<file path="config.mk">
export PLATFORM = sky130hd
export DESIGN_NAME = attn_sched_flat
export DESIGN_NICKNAME = d
export VERILOG_FILES = /design/src/rtl/attn_ctrl_pkg.sv /design/src/rtl/attn_sched_if.sv /design/src/rtl/attn_cycle_counter.sv /design/src/rtl/attn_sched.sv /design/src/flat_wrapper.sv
export SDC_FILE = /design/constraint.sdc
export NUM_CORES = 1
export LEC_CHECK = 0
export ABC_AREA = 0
export BUFFER_PORTS_ARGS = -buffer_cell sky130_fd_sc_hd__buf_4
export CAP_MARGIN = 20
export CORE_MARGIN = 2
export CORE_UTILIZATION = 31
export CTS_BUF_LIST = sky130_fd_sc_hd__clkbuf_4
export CTS_CLUSTER_DIAMETER = 50
export DETAILED_ROUTE_END_ITERATION = 8
export SKIP_LAST_GASP = 1
export SYNTH_ARGS = -nofsm -noshare
export SYNTH_HDL_FRONTEND = slang
export SYNTH_HIERARCHICAL = 1
export SYNTH_SLANG_ARGS = --single-unit
</file>
<file path="constraint.sdc">
create_clock -name clk -period 4.63 [get_ports clk]
set_input_delay 0.926 -clock clk [delete_from_list [all_inputs] [get_ports clk]]
set_output_delay 0.926 -clock clk [all_outputs]
set_load 0.05 [all_outputs]
</file>
<file path="src/rtl/attn_ctrl_pkg.sv">
// attn_ctrl_pkg: shared state encoding and run-length helper for the attention scheduler
package attn_ctrl_pkg;
  typedef enum logic [1:0] {IDLE, LOAD_W, RUN, DONE} state_t;
  function automatic int run_cycles(int n, int k);
    return 4 * n + 2 + k;
  endfunction
endpackage

</file>
<file path="src/rtl/attn_sched_if.sv">
// attn_sched_if: host-side job handshake plus array control outputs of the scheduler
interface attn_sched_if import attn_ctrl_pkg::*; #(parameter int N = 4, parameter int K = 4);
  localparam int CW = $clog2(run_cycles(N, K) + 1);
  logic start_valid, start_ready, reload_weights, abort;
  logic weight_load_enable, do_process, qk_cap, exp_cap, out_cap, result_valid, busy;
  logic [CW-1:0] cycle_cnt;
  logic [N-1:0] q_lane_en;
  logic [15:0] jobs_done;
  modport master (
    output start_valid, reload_weights, abort,
    input start_ready, weight_load_enable, do_process, cycle_cnt, q_lane_en,
    input qk_cap, exp_cap, out_cap, result_valid, busy, jobs_done
  );
  modport slave (
    input start_valid, reload_weights, abort,
    output start_ready, weight_load_enable, do_process, cycle_cnt, q_lane_en,
    output qk_cap, exp_cap, out_cap, result_valid, busy, jobs_done
  );
endinterface

</file>
<file path="src/rtl/attn_cycle_counter.sv">
// attn_cycle_counter: clearable up-counter flagging when it reaches a programmable last value
module attn_cycle_counter #(parameter int W = 5) (
  input  logic         clk,
  input  logic         reset,
  input  logic         clear,
  input  logic         enable,
  input  logic [W-1:0] last,
  output logic [W-1:0] count,
  output logic         tc
);
  // count up while enabled, restart from zero on clear
  always_ff @(posedge clk or posedge reset)
    if (reset) count <= '0;
    else if (clear) count <= '0;
    else if (enable) count <= count + 1'b1;
  assign tc = count == last;
endmodule

</file>
<file path="src/rtl/attn_sched.sv">
// attn_sched: sequences weight load, systolic run and completion for one attention job
module attn_sched import attn_ctrl_pkg::*; #(
  parameter int N = 4,
  parameter int K = 4,
  parameter int WLOAD_CYCLES = 3
) (
  input logic clk,
  input logic reset,
  attn_sched_if.slave bus
);
  localparam int RC = run_cycles(N, K);
  localparam int CW = $clog2(RC + 1);
  localparam int TW = $clog2((RC > WLOAD_CYCLES ? RC : WLOAD_CYCLES) + 1);
  state_t state, nxt;
  logic loaded, hs, tc, run;
  logic [15:0] jobs_q;
  logic [TW-1:0] cnt, last;
  int c;
  assign bus.start_ready = state == IDLE && !bus.abort;
  assign hs = bus.start_valid && bus.start_ready;
  assign run = state == RUN;
  assign last = state == LOAD_W ? TW'(WLOAD_CYCLES - 1) : TW'(RC);
  // one counter times both the weight load and the run; it restarts on every state change
  attn_cycle_counter #(.W(TW)) u_cnt (
    .clk(clk), .reset(reset), .clear(nxt != state || state == IDLE), .enable(1'b1),
    .last(last), .count(cnt), .tc(tc)
  );
  // state, weights-resident flag and completed-job counter
  always_ff @(posedge clk or posedge reset)
    if (reset) begin
      state <= IDLE;
      loaded <= 1'b0;
      jobs_q <= '0;
    end else begin
      state <= nxt;
      loaded <= state == LOAD_W ? nxt == RUN : loaded;
      jobs_q <= jobs_q + 16'(nxt == DONE);
    end
  // next state: abort wins everywhere except idle, otherwise advance on terminal count
  always_comb begin
    nxt = state;
    if (state != IDLE && bus.abort) nxt = IDLE;
    else if (state == IDLE) nxt = hs ? ((bus.reload_weights || !loaded) ? LOAD_W : RUN) : IDLE;
    else nxt = state == LOAD_W ? (tc ? RUN : LOAD_W) : run ? (tc ? DONE : RUN) : IDLE;
  end
  // array controls and capture windows decoded from the registered state and count
  always_comb begin
    c = int'(cnt);
    bus.weight_load_enable = state == LOAD_W;
    bus.do_process = run;
    bus.result_valid = state == DONE;
    bus.busy = state != IDLE;
    bus.jobs_done = jobs_q;
    bus.cycle_cnt = run ? CW'(cnt) : '0;
    bus.qk_cap = run && c >= N + 1 && c <= 3 * N - 1;
    bus.exp_cap = run && c >= N + 1 + K && c <= 3 * N - 1 + K;
    bus.out_cap = run && c >= 2 * N + 2 + K && c <= 4 * N + K;
    bus.q_lane_en = '0;
    for (int j = 0; j < N; j++) bus.q_lane_en[j] = run && c >= j && c < j + N;
  end
endmodule

</file>
<file path="src/flat_wrapper.sv">
// flat-port wrapper written by rule: the top's interface ports become plain ports
module attn_sched_flat import attn_ctrl_pkg::*;
#(
  parameter int N = 4,
  parameter int K = 4,
  parameter int WLOAD_CYCLES = 3
)
  (clk, reset, bus_start_valid, bus_reload_weights, bus_abort, bus_start_ready, bus_weight_load_enable, bus_do_process, bus_cycle_cnt, bus_q_lane_en, bus_qk_cap, bus_exp_cap, bus_out_cap, bus_result_valid, bus_busy, bus_jobs_done);
  attn_sched_if #(.N(N), .K(K)) bus_i ();
  input logic clk;
  input logic reset;
  input wire logic [$bits(bus_i.start_valid)-1:0] bus_start_valid;
  input wire logic [$bits(bus_i.reload_weights)-1:0] bus_reload_weights;
  input wire logic [$bits(bus_i.abort)-1:0] bus_abort;
  output wire logic [$bits(bus_i.start_ready)-1:0] bus_start_ready;
  output wire logic [$bits(bus_i.weight_load_enable)-1:0] bus_weight_load_enable;
  output wire logic [$bits(bus_i.do_process)-1:0] bus_do_process;
  output wire logic [$bits(bus_i.cycle_cnt)-1:0] bus_cycle_cnt;
  output wire logic [$bits(bus_i.q_lane_en)-1:0] bus_q_lane_en;
  output wire logic [$bits(bus_i.qk_cap)-1:0] bus_qk_cap;
  output wire logic [$bits(bus_i.exp_cap)-1:0] bus_exp_cap;
  output wire logic [$bits(bus_i.out_cap)-1:0] bus_out_cap;
  output wire logic [$bits(bus_i.result_valid)-1:0] bus_result_valid;
  output wire logic [$bits(bus_i.busy)-1:0] bus_busy;
  output wire logic [$bits(bus_i.jobs_done)-1:0] bus_jobs_done;
  assign bus_i.start_valid = bus_start_valid;
  assign bus_i.reload_weights = bus_reload_weights;
  assign bus_i.abort = bus_abort;
  assign bus_start_ready = bus_i.start_ready;
  assign bus_weight_load_enable = bus_i.weight_load_enable;
  assign bus_do_process = bus_i.do_process;
  assign bus_cycle_cnt = bus_i.cycle_cnt;
  assign bus_q_lane_en = bus_i.q_lane_en;
  assign bus_qk_cap = bus_i.qk_cap;
  assign bus_exp_cap = bus_i.exp_cap;
  assign bus_out_cap = bus_i.out_cap;
  assign bus_result_valid = bus_i.result_valid;
  assign bus_busy = bus_i.busy;
  assign bus_jobs_done = bus_i.jobs_done;
  attn_sched #(.N(N), .K(K), .WLOAD_CYCLES(WLOAD_CYCLES)) u_core (.clk(clk), .reset(reset), .bus(bus_i));
endmodule
</file>
# Yosys cells after proc, flatten, opt, wreduce, memory -nomap -nowiden
# Index checks and enable logic that the tools add are counted.
dict set report word_totals {
  regBits 24
  input_bits 5
  word_cells 59
}
dict set report classes {
  add_sub_neg 2
  order_cmp 13
  n_eq_ne 7
  muxes 11
  reduce_logical 22
}
# op n
set ops {}
lappend ops {{5-bit by 3-bit < comparator with 1-bit output, second input constant} 4}
lappend ops {{16-bit by 1-bit adder with 16-bit output} 1}
lappend ops {{1-bit logical AND} 16}
lappend ops {{5-bit two-way mux} 3}
lappend ops {{2-bit two-way mux} 7}
lappend ops {{5-bit by 2-bit >= comparator with 1-bit output, second input constant} 2}
lappend ops {{5-bit by 4-bit >= comparator with 1-bit output, second input constant} 2}
lappend ops {{5-bit by 4-bit <= comparator with 1-bit output, second input constant} 2}
lappend ops {{2-bit == test, second input constant} 4}
lappend ops {{5-bit by 1-bit adder with 5-bit output, second input constant} 1}
lappend ops {{5-bit == test} 1}
lappend ops {{5-bit by 1-bit >= comparator with 1-bit output, second input constant} 1}
lappend ops {{5-bit by 3-bit >= comparator with 1-bit output, second input constant} 1}
lappend ops {{5-bit <= comparator, second input constant} 1}
lappend ops {{2-bit by 1-bit == test with 1-bit output, second input constant} 1}
lappend ops {{1-bit zero test} 2}
lappend ops {{2-bit zero test} 1}
lappend ops {{1-bit logical OR} 2}
lappend ops {{2-bit != test} 1}
lappend ops {{2-bit nonzero test} 1}
lappend ops {{1-bit two-way mux} 1}

# Longest topological paths before layout
# Gate-level depths: netlist of the first run.
dict set report logic_depth {
  depth_word 11
  ltp_mapped 12
}

# By module
# The synthesis of the first run kept the hierarchy.
# module instances cells_each area_per_inst_um2
set modules_own_cells {}
lappend modules_own_cells {attn_sched 1 104 1007.2}
lappend modules_own_cells {attn_cycle_counter 1 27 275.3}

# Least setup slack after synthesis of the first run
# OpenSTA, ideal clock, no wires.
dict set report synth_timing {
  path_type {reg-to-output}
  from {reg u_core.u_cnt.count[2]}
  to {out bus_exp_cap}
  arrival_ns 2.292
  required_ns 3.704
  slack_ns 1.412
  stages_incl_launch_ff 4
  path_buffers 1
  cell_sequence {dfrtp_1 > buf_2 > nor3_1 > nor4b_1}
}
dict set report synth_via {
  elab_chain_cells 3
  elab_cells_between_ends 4
}
# element line
set synth_rtl {}
lappend synth_rtl {{start, declared} attn_cycle_counter.sv:8} ;# output logic [W-1:0] count,
lappend synth_rtl {{start signal, assigned} attn_cycle_counter.sv:15} ;# else if (enable) count <= count + 1'b1;
lappend synth_rtl {{5-bit by 4-bit >= comparator with 1-bit output} attn_sched.sv:56} ;# bus.exp_cap = run && c >= N + 1 + K && c <= 3 * N - 1 + K;
lappend synth_rtl {{1-bit logical AND} attn_sched.sv:56}
lappend synth_rtl {{1-bit logical AND (*)} attn_sched.sv:56}
lappend synth_rtl {{end, declared} flat_wrapper.sv:21} ;# output wire logic [$bits(bus_i.exp_cap)-1:0] bus_exp_cap;
# Mark *: on every way between the ends. The rest lies on a longest branch, timed or not.

# Final worst setup path of the first run
dict set report layout_timing {
  from {reg u_core.state[1]}
  to {reg u_core.jobs_q[12] (netlist: u_core/bus.jobs_done[12])}
}
dict set report layout_via {
  elab_chain_cells 10
  elab_cells_between_ends 18
}
# element line
set layout_rtl {}
lappend layout_rtl {{start, declared} attn_sched.sv:14} ;# state_t state, nxt;
lappend layout_rtl {{start signal, assigned} attn_sched.sv:35} ;# state <= nxt;
lappend layout_rtl {{2-bit by 1-bit == test with 1-bit output (*)} attn_sched.sv:22} ;# assign last = state == LOAD_W ? TW'(WLOAD_CYCLES - 1) : TW'(RC);
lappend layout_rtl {{5-bit two-way mux (*)} attn_sched.sv:22}
lappend layout_rtl {{via u_core.last[2]} attn_sched.sv:17} ;# logic [TW-1:0] cnt, last;
lappend layout_rtl {{5-bit == test (*)} attn_cycle_counter.sv:16} ;# assign tc = count == last;
lappend layout_rtl {{via u_core.tc} attn_sched.sv:15} ;# logic loaded, hs, tc, run;
lappend layout_rtl {{1-bit two-way mux} attn_sched.sv:44} ;# else nxt = state == LOAD_W ? (tc ? RUN : LOAD_W) : run ? (tc ? DONE : RUN) : IDLE;
lappend layout_rtl {{2-bit two-way mux} attn_sched.sv:44}
lappend layout_rtl {{2-bit two-way mux (*)} attn_sched.sv:44}
lappend layout_rtl {{2-bit two-way mux (*)} attn_sched.sv:43} ;# else if (state == IDLE) nxt = hs ? ((bus.reload_weights || !loaded) ? LOAD_W : RUN) : IDLE;
lappend layout_rtl {{2-bit two-way mux (*)} attn_sched.sv:42} ;# if (state != IDLE && bus.abort) nxt = IDLE;
lappend layout_rtl {{2-bit == test (*)} attn_sched.sv:37} ;# jobs_q <= jobs_q + 16'(nxt == DONE);
lappend layout_rtl {{16-bit by 1-bit adder with 16-bit output (*)} attn_sched.sv:37}
lappend layout_rtl {{end signal, assigned} attn_sched.sv:37}
lappend layout_rtl {{end, declared} attn_sched.sv:16} ;# logic [15:0] jobs_q;
# Mark *: on every way through the listed nets, which the timed path passes. The rest lies on a longest branch.
# A chain may end at the register's enable or synchronous reset.

==> results of run 1 <==
-- where the power goes --
part / switching, uW / internal, uW
combinational: 20.7 / 10.6
sequential: 2.41 / 211
clock: 61.8 / 87.5
total: 84.9 / 309
-- flip-flops by register name, indices dropped and copies added, names as in the netlist --
name                  flops
u_core/state              2
u_core/u_cnt/count        5
u_core/bus.jobs_done     16
u_core/loaded             1
-- path summary, 6_finish.rpt --
| check | from | endpoint | slack [ns] | depth (start not counted) |
|---|---|---|---|---|
| min in group clk | u_core/bus.jobs_done[15] | u_core/bus.jobs_done[15] | 0.49 | 1 |
| min reg2reg | u_core/bus.jobs_done[15] | u_core/bus.jobs_done[15] | 0.49 | 1 |
| max in group asynchronous | reset | u_core/bus.jobs_done[8] | 3.42 | 2 |
| max | u_core/state[1] | u_core/bus.jobs_done[12] | 1.74 | 12 |
| max reg2reg | u_core/state[1] | u_core/bus.jobs_done[12] | 1.74 | 12 |
| min | reset | u_core/u_cnt/count[0] | 0.49 | 2 |
-- cell type report --
class	count	area, sq um
fill	401	2310
clock buffer	3	22.5
sequential	24	601
inverter	6	22.5
multi-input combinational	106	677
timing repair buffer	37	278
tap	50	62.6
clock inverter	1	30.0
-- cells in the final DEF, fill, tap and decap left out, drive strengths merged --
master  instances
a21oi           4
and2            6
and3            2
buf            37
bufinv          1
clkbuf          3
conb            8
dfrtp          24
ha              3
inv             6
mux2            2
mux2i           1
nand2           9
nand2b          4
nand3           6
nand3b          1
nand4           4
nand4b          1
nor2           15
nor3            5
nor3b           1
nor4b           1
o21ai           3
or2             1
or3             3
or3b            1
xnor2          14
xor2           11
-- per-stage QoR --
| step | setup slack (ns) | std cells | hold WS [ns] |
|---|---|---|---|
| global placement | 1.91 | 223 | 0.466 |
| floorplan | 1.41 | 137 | 0.451 |
| global route | 1.42 | 227 | 0.470 |
| finish | 1.74 | 227 | 0.490 |
| detailed placement | 1.75 | 223 | 0.480 |
| CTS | 1.72 | 227 | 0.478 |
-- kinds of logic (layout without fill, tap and decap cells) --
kind of cell,count (synthesis),in the layout,synth area share (%)
buf+inv,7,47,2.15
flops,24,24,46.8
compound gates,7,7,2.73
simple gates,60,60,25.2
fa+ha+maj,3,3,2.93
other cells,2,8,0.586
mux,3,3,2.54
xor+xnor,25,25,17.1
-- worst register-to-register path, cell delays in order (launching register included) --
cell      delay [ns]
dfrtp_1         0.43
nand2b_1        0.24
xnor2_1         0.18
nand3_1         0.10
nor3_1          0.40
nand2b_1        0.12
nor2_1          0.11
ha_1            0.19
ha_1            0.21
nand3_2         0.11
or3_4           0.41
nor2_1          0.14
xor2_1          0.17
-- per-layer routing --
metal / part of all wire [%] / global-route usage, % / vias up / wire length, um
met1: 43 / 15.3 / 495 / 1170
li1: - / - / 515 / -
met5: 0 / 0 / - / 0
met2: 51 / 23.7 / 28 / 1380
met3: 5.3 / 1.97 / 2 / 144
met4: 0.48 / 4.50 / 0 / 13
==> summary.txt, run 1 <==
Largest net degree at the start of global routing = 20
Leak pwr = 0.000837 uW
VDD IR max = 0.154 mV
Asr flop ratio synth = 100%
Max Cap Violations = 0
Sequential share of the synthesized area = 46.8%
Number of synthesized flops with an enable pin = 0
Die ar. = 4670 sq um
Utilization of the core after routing = 42.3%
Die width = 68.3 um
Clock skew = 0.00948 ns
Vias per cell = 4.58
CP max FO = 5
Row Count = 23
Vias in the first global route = 1,072
Most common cell in the netlist = dfrtp_1
Top Ports = 38
Clock latency on the worst-skew pair = 0.31 ns
Clock root cell = clkbuf_4
First-pass GRT wire length = 4.64 mm
Hold WC Path Type = in2async
Finished layout cell area = 1690 sq um
Final hold vios = 0
CP Data Arrival Time = 3.12 ns
Die Height = 68.3 um
CTS H-tree lvls = 1
GPL Wtd Cong = 0.703
Syn Area/Cell = 9.79 sq um
Netlist cell types = 29
Top cells by area, synth = dfrtp_1, xnor2_1, xor2_1
Syn. warnings = 6
Yosys top cell by area = dfrtp_1
Clock sinks = 24
Drt total wl = 2.70 mm
Share of the synthesized area in the top cell type = 46.8%
Cell Area, Synth = 1280 sq um
Final Setup Violations = 0
Drc violations = 0
Starting Density = 32.1%
Worst Path Buf+Inv = 0
Req. time, crit path = 4.86 ns
Gr ovfl total = 0
Top post-synthesis cells by count = dfrtp_1, nor2_1, xnor2_1
DR pass1 iterations = 4
P per Cell Area = 233 nW/um^2
Cts hold-fix bufs = 0
CP Class = reg2reg
Setup TNS = 0 ns
Nets = 186
Number of setup buffers added after CTS = 0
Final-report max-slew violation count = 0
Rel. slew slack = 49.9%
Num CTS Buffers = 3
Status = finished, final reports clean
Measured slew at the worst slew-check pin = 0.750 ns
Iteration-0 DRC count of the detailed router = 29
Diode count = 0
#FFs+latches synth = 24
Worst-path clk slew = 0.13 ns
RSZ-0062 raised after global routing = false
Final Critical Period = 2.89 ns
CP Capture Type = register
Initial antenna violation count = 0
GRT Resource Usage Total = 13.0%
Synth Flop Type = dfrtp_1
Wire length per cell = 11.9 um
Startpoint class of the critical path = register
Core Region = 4000 sq um
# port buffers = 37
ANT nets after route = 0
Layout cells sized above 1 = 27.1%
Placed Instance Area = 1640 sq um
Critical path cell sequence = nand2b_1 -> xnor2_1 -> nand3_1 -> nor3_1 -> nand2b_1 -> nor2_1 -> ha_1 -> ha_1 -> nand3_2 -> or3_4 -> nor2_1 -> xor2_1
Crit-path max cell delay = 0.43 ns
CP delay by family, top = simple AND/OR/NAND/NOR gates
Layout overhead on the synthesized area = 32.0%
Post-synthesis cell count = 131
Via count = 1,040
Fmax = 0.346 GHz
DP HPWL = 2.11 mm
Clk buf depth = 2
Crit share post-route = 62.4%
Tot Pwr = 394 uW
CTS tree = built
PostCTS Resize Cnt = 0
CP max stage cell = dfrtp_1
(Power assumes the default switching activity.)
==> run 2, diff against run 1 <==
- clock period: 4.63 -> 2.5 ns (I/O delays scaled with it)
==> summary.txt, run 2 (synthesis results as in run 1) <==
Status = finished, final reports clean
CP max stage cell = or3_4
Sequential cell area = 602 sq um (+0.21%)
Utilization of the core after routing = 46.0% (+3.7 points)
Nets = 198 (+6.5%)
Layout fillers = 384 (-4.2%)
Clock root cell = clkbuf_4
Post-Route M1 WL = 1.27 mm (+9.3%)
Row Count = 23 (unchanged)
# port buffers = 37 (unchanged)
Area of the multi-input gates = 761 sq um (+12%)
Leading cell type in the layout, fill and taps excluded = buf_4
Final worst slack = 0.00287 ns (-1.74 ns)
Wire length per cell = 12.0 um (+1.1%)
Diode count = 0 (unchanged)
Clock latency on the worst-skew pair = 0.31 ns (about the same)
CP Capture Type = register
ANT nets after route = 0 (unchanged)
VDD IR max = 0.158 mV (+2.4%)
Clock sinks = 24 (unchanged)
Gr ovfl total = 0 (unchanged)
Drc violations = 0 (unchanged)
Critical path cell sequence = nand2b_4 -> xnor2_2 -> nand3_1 -> nor3_2 -> nand2b_1 -> nor2_1 -> ha_2 -> ha_4 -> nand3_4 -> or3_4 -> nor2_4 -> xor2_1
Setup slack at placement = -0.00169 ns (-1.75 ns)
GRT Resource Usage Total = 12.9% (-0.033 points)
Finished layout cell area = 1840 sq um (+8.8%)
Top Metal Used = met4
Layout overhead on the synthesized area = 43.6%
First-pass GRT wire length = 4.49 mm (-3.3%)
DP HPWL = 2.12 mm (+0.45%)
Max Cap Violations = 0 (unchanged)
Placed Instance Area = 1730 sq um (+5.4%)
CP Data Arrival Time = 2.74 ns (-0.38 ns)
CP Class = reg2reg
Layout cells sized above 1 = 38.1% (+11 points)
CP max FO = 4 (-1)
Non-filler cells, final = 239 (+5.3%)
Final Critical Period = 2.50 ns (-0.392 ns)
Startpoint class of the critical path = register
Final hold vios = 0 (unchanged)
DR pass1 iterations = 4 (unchanged)
Fmax = 0.400 GHz (+16%)
Req. time, crit path = 2.75 ns (-2.11 ns)
Leak pwr = 0.000891 uW (+6.5%)
Starting Density = 32.1% (unchanged)
FF-to-FF path depth = 12 (unchanged)
Cts hold-fix bufs = 0 (unchanged)
Measured slew at the worst slew-check pin = 0.745 ns (-0.00529 ns)
Num CTS Buffers = 3 (unchanged)
Clock skew = 0.00447 ns (-0.00501 ns)
Crit share post-route = 99.9% (+37 points)
CTS tree = built
Hold WC Path Type = in2async
P per Cell Area = 348 nW/um^2 (+49%)
Top Ports = 38 (unchanged)
Placed Cells = 232 (+4.0%)
Rel. slew slack = 50.3% (+0.35 points)
Routed met3 length = 80 um (-44%)
WL met2 = 1.49 mm (+8.0%)
GPL Wtd Cong = 0.769 (+9.3%)
Drt total wl = 2.88 mm (+6.5%)
Via count = 1,074 (+3.3%)
Iteration-0 DRC count of the detailed router = 15 (-48%)
Tot Pwr = 641 uW (+63%)
Initial antenna violation count = 0 (unchanged)
Die width = 68.3 um (unchanged)
Core Region = 4000 sq um (unchanged)
Most frequent cells in the layout = buf_4, dfrtp_1, xnor2_1
Clk buf depth = 2 (unchanged)
Vias per cell = 4.49 (-1.9%)
Worst-path clk slew = 0.14 ns (about the same)
RSZ-0062 raised after global routing = true
Largest net degree at the start of global routing = 20 (unchanged)
Final Setup Violations = 0 (unchanged)
CTS H-tree lvls = 1 (unchanged)
Final-report max-slew violation count = 0 (unchanged)
Max FFs per register = 16 (unchanged)
Die Height = 68.3 um (unchanged)
Die ar. = 4670 sq um (unchanged)
Crit-path max cell delay = 0.46 ns (+0.03 ns)
Vias in the first global route = 997 (-7.0%)
run 2: changes by cell type in the layout (fill, tap and decap cells not counted), moves of 2 or more:
| cell | before | now |
|---|---|---|
| buf_4 | 37 | 49 |
| nor2_4 | 0 | 3 |
| nor2_1 | 15 | 12 |
| nor3_2 | 0 | 2 |
| nand2b_1 | 4 | 2 |
| nor3_1 | 5 | 3 |
| ha_1 | 3 | 1 |
run 2: critical path: cells and delay by family (launching register included):
kind	cells	cell delay [ns]
xor+xnor	2	0.28
fa+ha+maj	2	0.39
flops	1	0.41
simple gates	8	1.36
run 2: stage by stage:
step	setup TNS, ns	hold WS, ns
2_1_floorplan	0	0.279
3_3_place_gp	0	0.417
3_5_place_dp	-0.00169	0.422
4_1_cts	0	0.0666
5_1_grt	-0.280	0.0676
6_report	0	0.0675
run 2: area by class of cell:
cell class | instances | share of cell area, %
clock buffers | 3 | 1.22
clock inverters | 1 | 0.204
inverters | 6 | 1.22
multi-input cells | 106 | 41.3
flip-flops and latches | 24 | 32.7
well taps | 50 | 3.40
repair buffers | 49 | 20.0
run 2: repair_timing:
item / CTS / global route
setup endpoints to repair: 3 / 4
setup buffers: 0 / 3
resized for setup: 3 / 11
pin swaps: 0 / 6
endpoints found under the hold margin: 0 / 0
run 2: per-layer routing:
metal	vias to the layer above	track usage [%]
li1	541	-
met1	511	17.3
met2	18	21.1
met3	4	1.48
met4	0	5.25
met5	-	0
run 2: path summary, 6_finish.rpt:
kind	slack [ns]	startpoint	end
max	0.003	u_core/state[1]	u_core/bus.jobs_done[10]
min	0.07	reset	u_core/u_cnt/count[0]
max reg2reg	0.003	u_core/state[1]	u_core/bus.jobs_done[10]
min reg2reg	0.50	u_core/bus.jobs_done[15]	u_core/bus.jobs_done[15]
max in group asynchronous	1.68	reset	u_core/state[0]
min in group clk	0.36	bus_abort	u_core/state[1]
run 2: report_power, final:
| group | leakage (uW) | internal, uW | switching (uW) |
|---|---|---|---|
| logic | 0.000543 | 26.1 | 43.0 |
| clock network | 0.0000154 | 58.4 | 119 |
| registers | 0.000332 | 391 | 3.06 |
==> run 3, diff against run 2 <==
==> constraint.sdc (replaced) <==
create_clock -name clk -period 2.7 [get_ports clk]
set_input_delay 0.54 -clock clk [delete_from_list [all_inputs] [get_ports clk]]
set_output_delay 0.54 -clock clk [all_outputs]
set_load 0.1 [all_outputs]
==> summary.txt, run 3 (synthesis results as in run 1) <==
Nets = 193 (-2.5%)
Vias per cell = 4.58 (+1.9%)
Via count = 1,072 (-0.19%)
Core Region = 4000 sq um (unchanged)
Wire length per cell = 11.6 um (-3.2%)
Top Ports = 38 (unchanged)
Rel. slew slack = 52.5% (+2.2 points)
Final Critical Period = 2.57 ns
Row Count = 23 (unchanged)
Layout cells sized above 1 = 35.9% (-2.2 points)
CP Data Arrival Time = 2.03 ns (-0.71 ns)
Layout overhead on the synthesized area = 37.4%
CP max FO = 6 (+2)
Setup TNS = 0 ns (unchanged)
# port buffers = 37 (unchanged)
Finished layout cell area = 1760 sq um (-4.3%)
Drt total wl = 2.73 mm (-5.2%)
Clock root cell = clkbuf_4
Max FFs per register = 16 (unchanged)
Clock skew = 0.0106 ns (+0.00609 ns)
Status = finished, final reports clean
Die Height = 68.3 um (unchanged)
Crit share post-route = 95.0%
Placed Cells = 229 (-1.3%)
Startpoint class of the critical path = register
VDD IR max = 0.131 mV (-17%)
CP Class = reg2out
Clock sinks = 24 (unchanged)
Die ar. = 4670 sq um (unchanged)
GPL Wtd Cong = 0.770 (+0.14%)
Hold Slack = 0.111 ns (+0.0440 ns)
DR pass1 iterations = 3 (-1)
Num CTS Buffers = 3 (unchanged)
Leading cell type in the layout, fill and taps excluded = buf_4
Initial antenna violation count = 0 (unchanged)
Clk buf depth = 2 (unchanged)
Starting Density = 32.1% (unchanged)
Most frequent cells in the layout = buf_4, dfrtp_1, xnor2_1
Die width = 68.3 um (unchanged)
GRT Resource Usage Total = 12.8% (-0.10 points)
Largest net degree at the start of global routing = 20 (unchanged)
Cts hold-fix bufs = 0 (unchanged)
Measured slew at the worst slew-check pin = 0.712 ns (-0.0327 ns)
DP HPWL = 2.13 mm (+0.30%)
Leak pwr = 0.000859 uW (-3.6%)
Non-filler cells, final = 234 (-2.1%)
CP Capture Type = output pin
Fmax = 0.390 GHz
Iteration-0 DRC count of the detailed router = 22 (+7)
Vias in the first global route = 1,066 (+6.9%)
Gr ovfl total = 0 (unchanged)
First-pass GRT wire length = 4.62 mm (+2.9%)
ANT nets after route = 0 (unchanged)
Layout fillers = 404 (+5.2%)
Max Cap Violations = 0 (unchanged)
Drc violations = 0 (unchanged)
Final hold vios = 0 (unchanged)
CTS tree = built
CTS H-tree lvls = 1 (unchanged)
Req. time, crit path = 2.16 ns (-0.59 ns)
Diode count = 0 (unchanged)
Clock latency on the worst-skew pair = 0.31 ns (about the same)
RSZ-0062 raised after global routing = false
Placed Instance Area = 1710 sq um (-0.94%)
P per Cell Area = 336 nW/um^2 (-3.4%)
Final Setup Violations = 0 (unchanged)
Hold WC Path Type = in2async
Final-report max-slew violation count = 0 (unchanged)
Worst-path clk slew = 0.13 ns (about the same)
Tot Pwr = 592 uW (-7.6%)
-- run 3: area by class of cell --
class	instances	area (sq um)	share of cell area, %
repair buffers	44	330	18.8
clock inverters	1	3.75	0.213
well taps	50	62.6	3.55
clock buffers	3	22.5	1.28
inverters	6	22.5	1.28
multi-input cells	106	719	40.8
flip-flops and latches	24	601	34.1
-- run 3: what timing repair did --
item	in CTS	in global routing
endpoints found under the setup margin	2	5
gates resized for setup	1	4
buffers inserted	0	1
pin swaps	0	1
-- run 3: where the power goes --
part / switching (uW) / leakage [uW] / internal (uW) / total, uW
sequential: 2.24 / 0.000334 / 362 / 364
combinational: 53.2 / 0.000510 / 20.1 / 73.3
clock: 101 / 0.0000154 / 53.9 / 155
total: 156 / 0.000859 / 436 / 592
-- run 3: per-stage QoR --
stage               util (%)  worst slack, ns
detailed placement      42.8           0.0234
finish                  44.0            0.135
global placement        42.8            0.161
floorplan                  -           -0.226
global route            44.0          0.00969
CTS                     43.6           0.0286
-- run 3: worst max-delay path, stage by stage (launching register included) --
cell	delay, ns
dfrtp_1	0.44
nand2b_1	0.29
or3_1	0.46
nor3b_2	0.23
buf_4	0.31
-- run 3: layer usage --
metal,vias to the layer above,part of all wire [%],global-route usage [%]
met1,512,40,14.5
met2,26,54,24.4
li1,532,-,-
met4,0,0.29,3.75
met5,-,0,0
met3,2,5.3,2.14
-- run 3: path summary, 6_finish.rpt --
kind	startpoint	endpoint	slack [ns]	cells past startpoint
min in group clk	bus_abort	u_core/state[1]	0.42	2
worst min-delay path	reset	u_core/u_cnt/count[0]	0.11	2
worst max-delay path	u_core/state[0]	bus_q_lane_en[1]	0.13	4
worst max register to register	u_core/state[1]	u_core/bus.jobs_done[14]	0.19	12
worst min register to register	u_core/bus.jobs_done[15]	u_core/bus.jobs_done[15]	0.49	1
max in group asynchronous	reset	u_core/state[1]	1.90	2
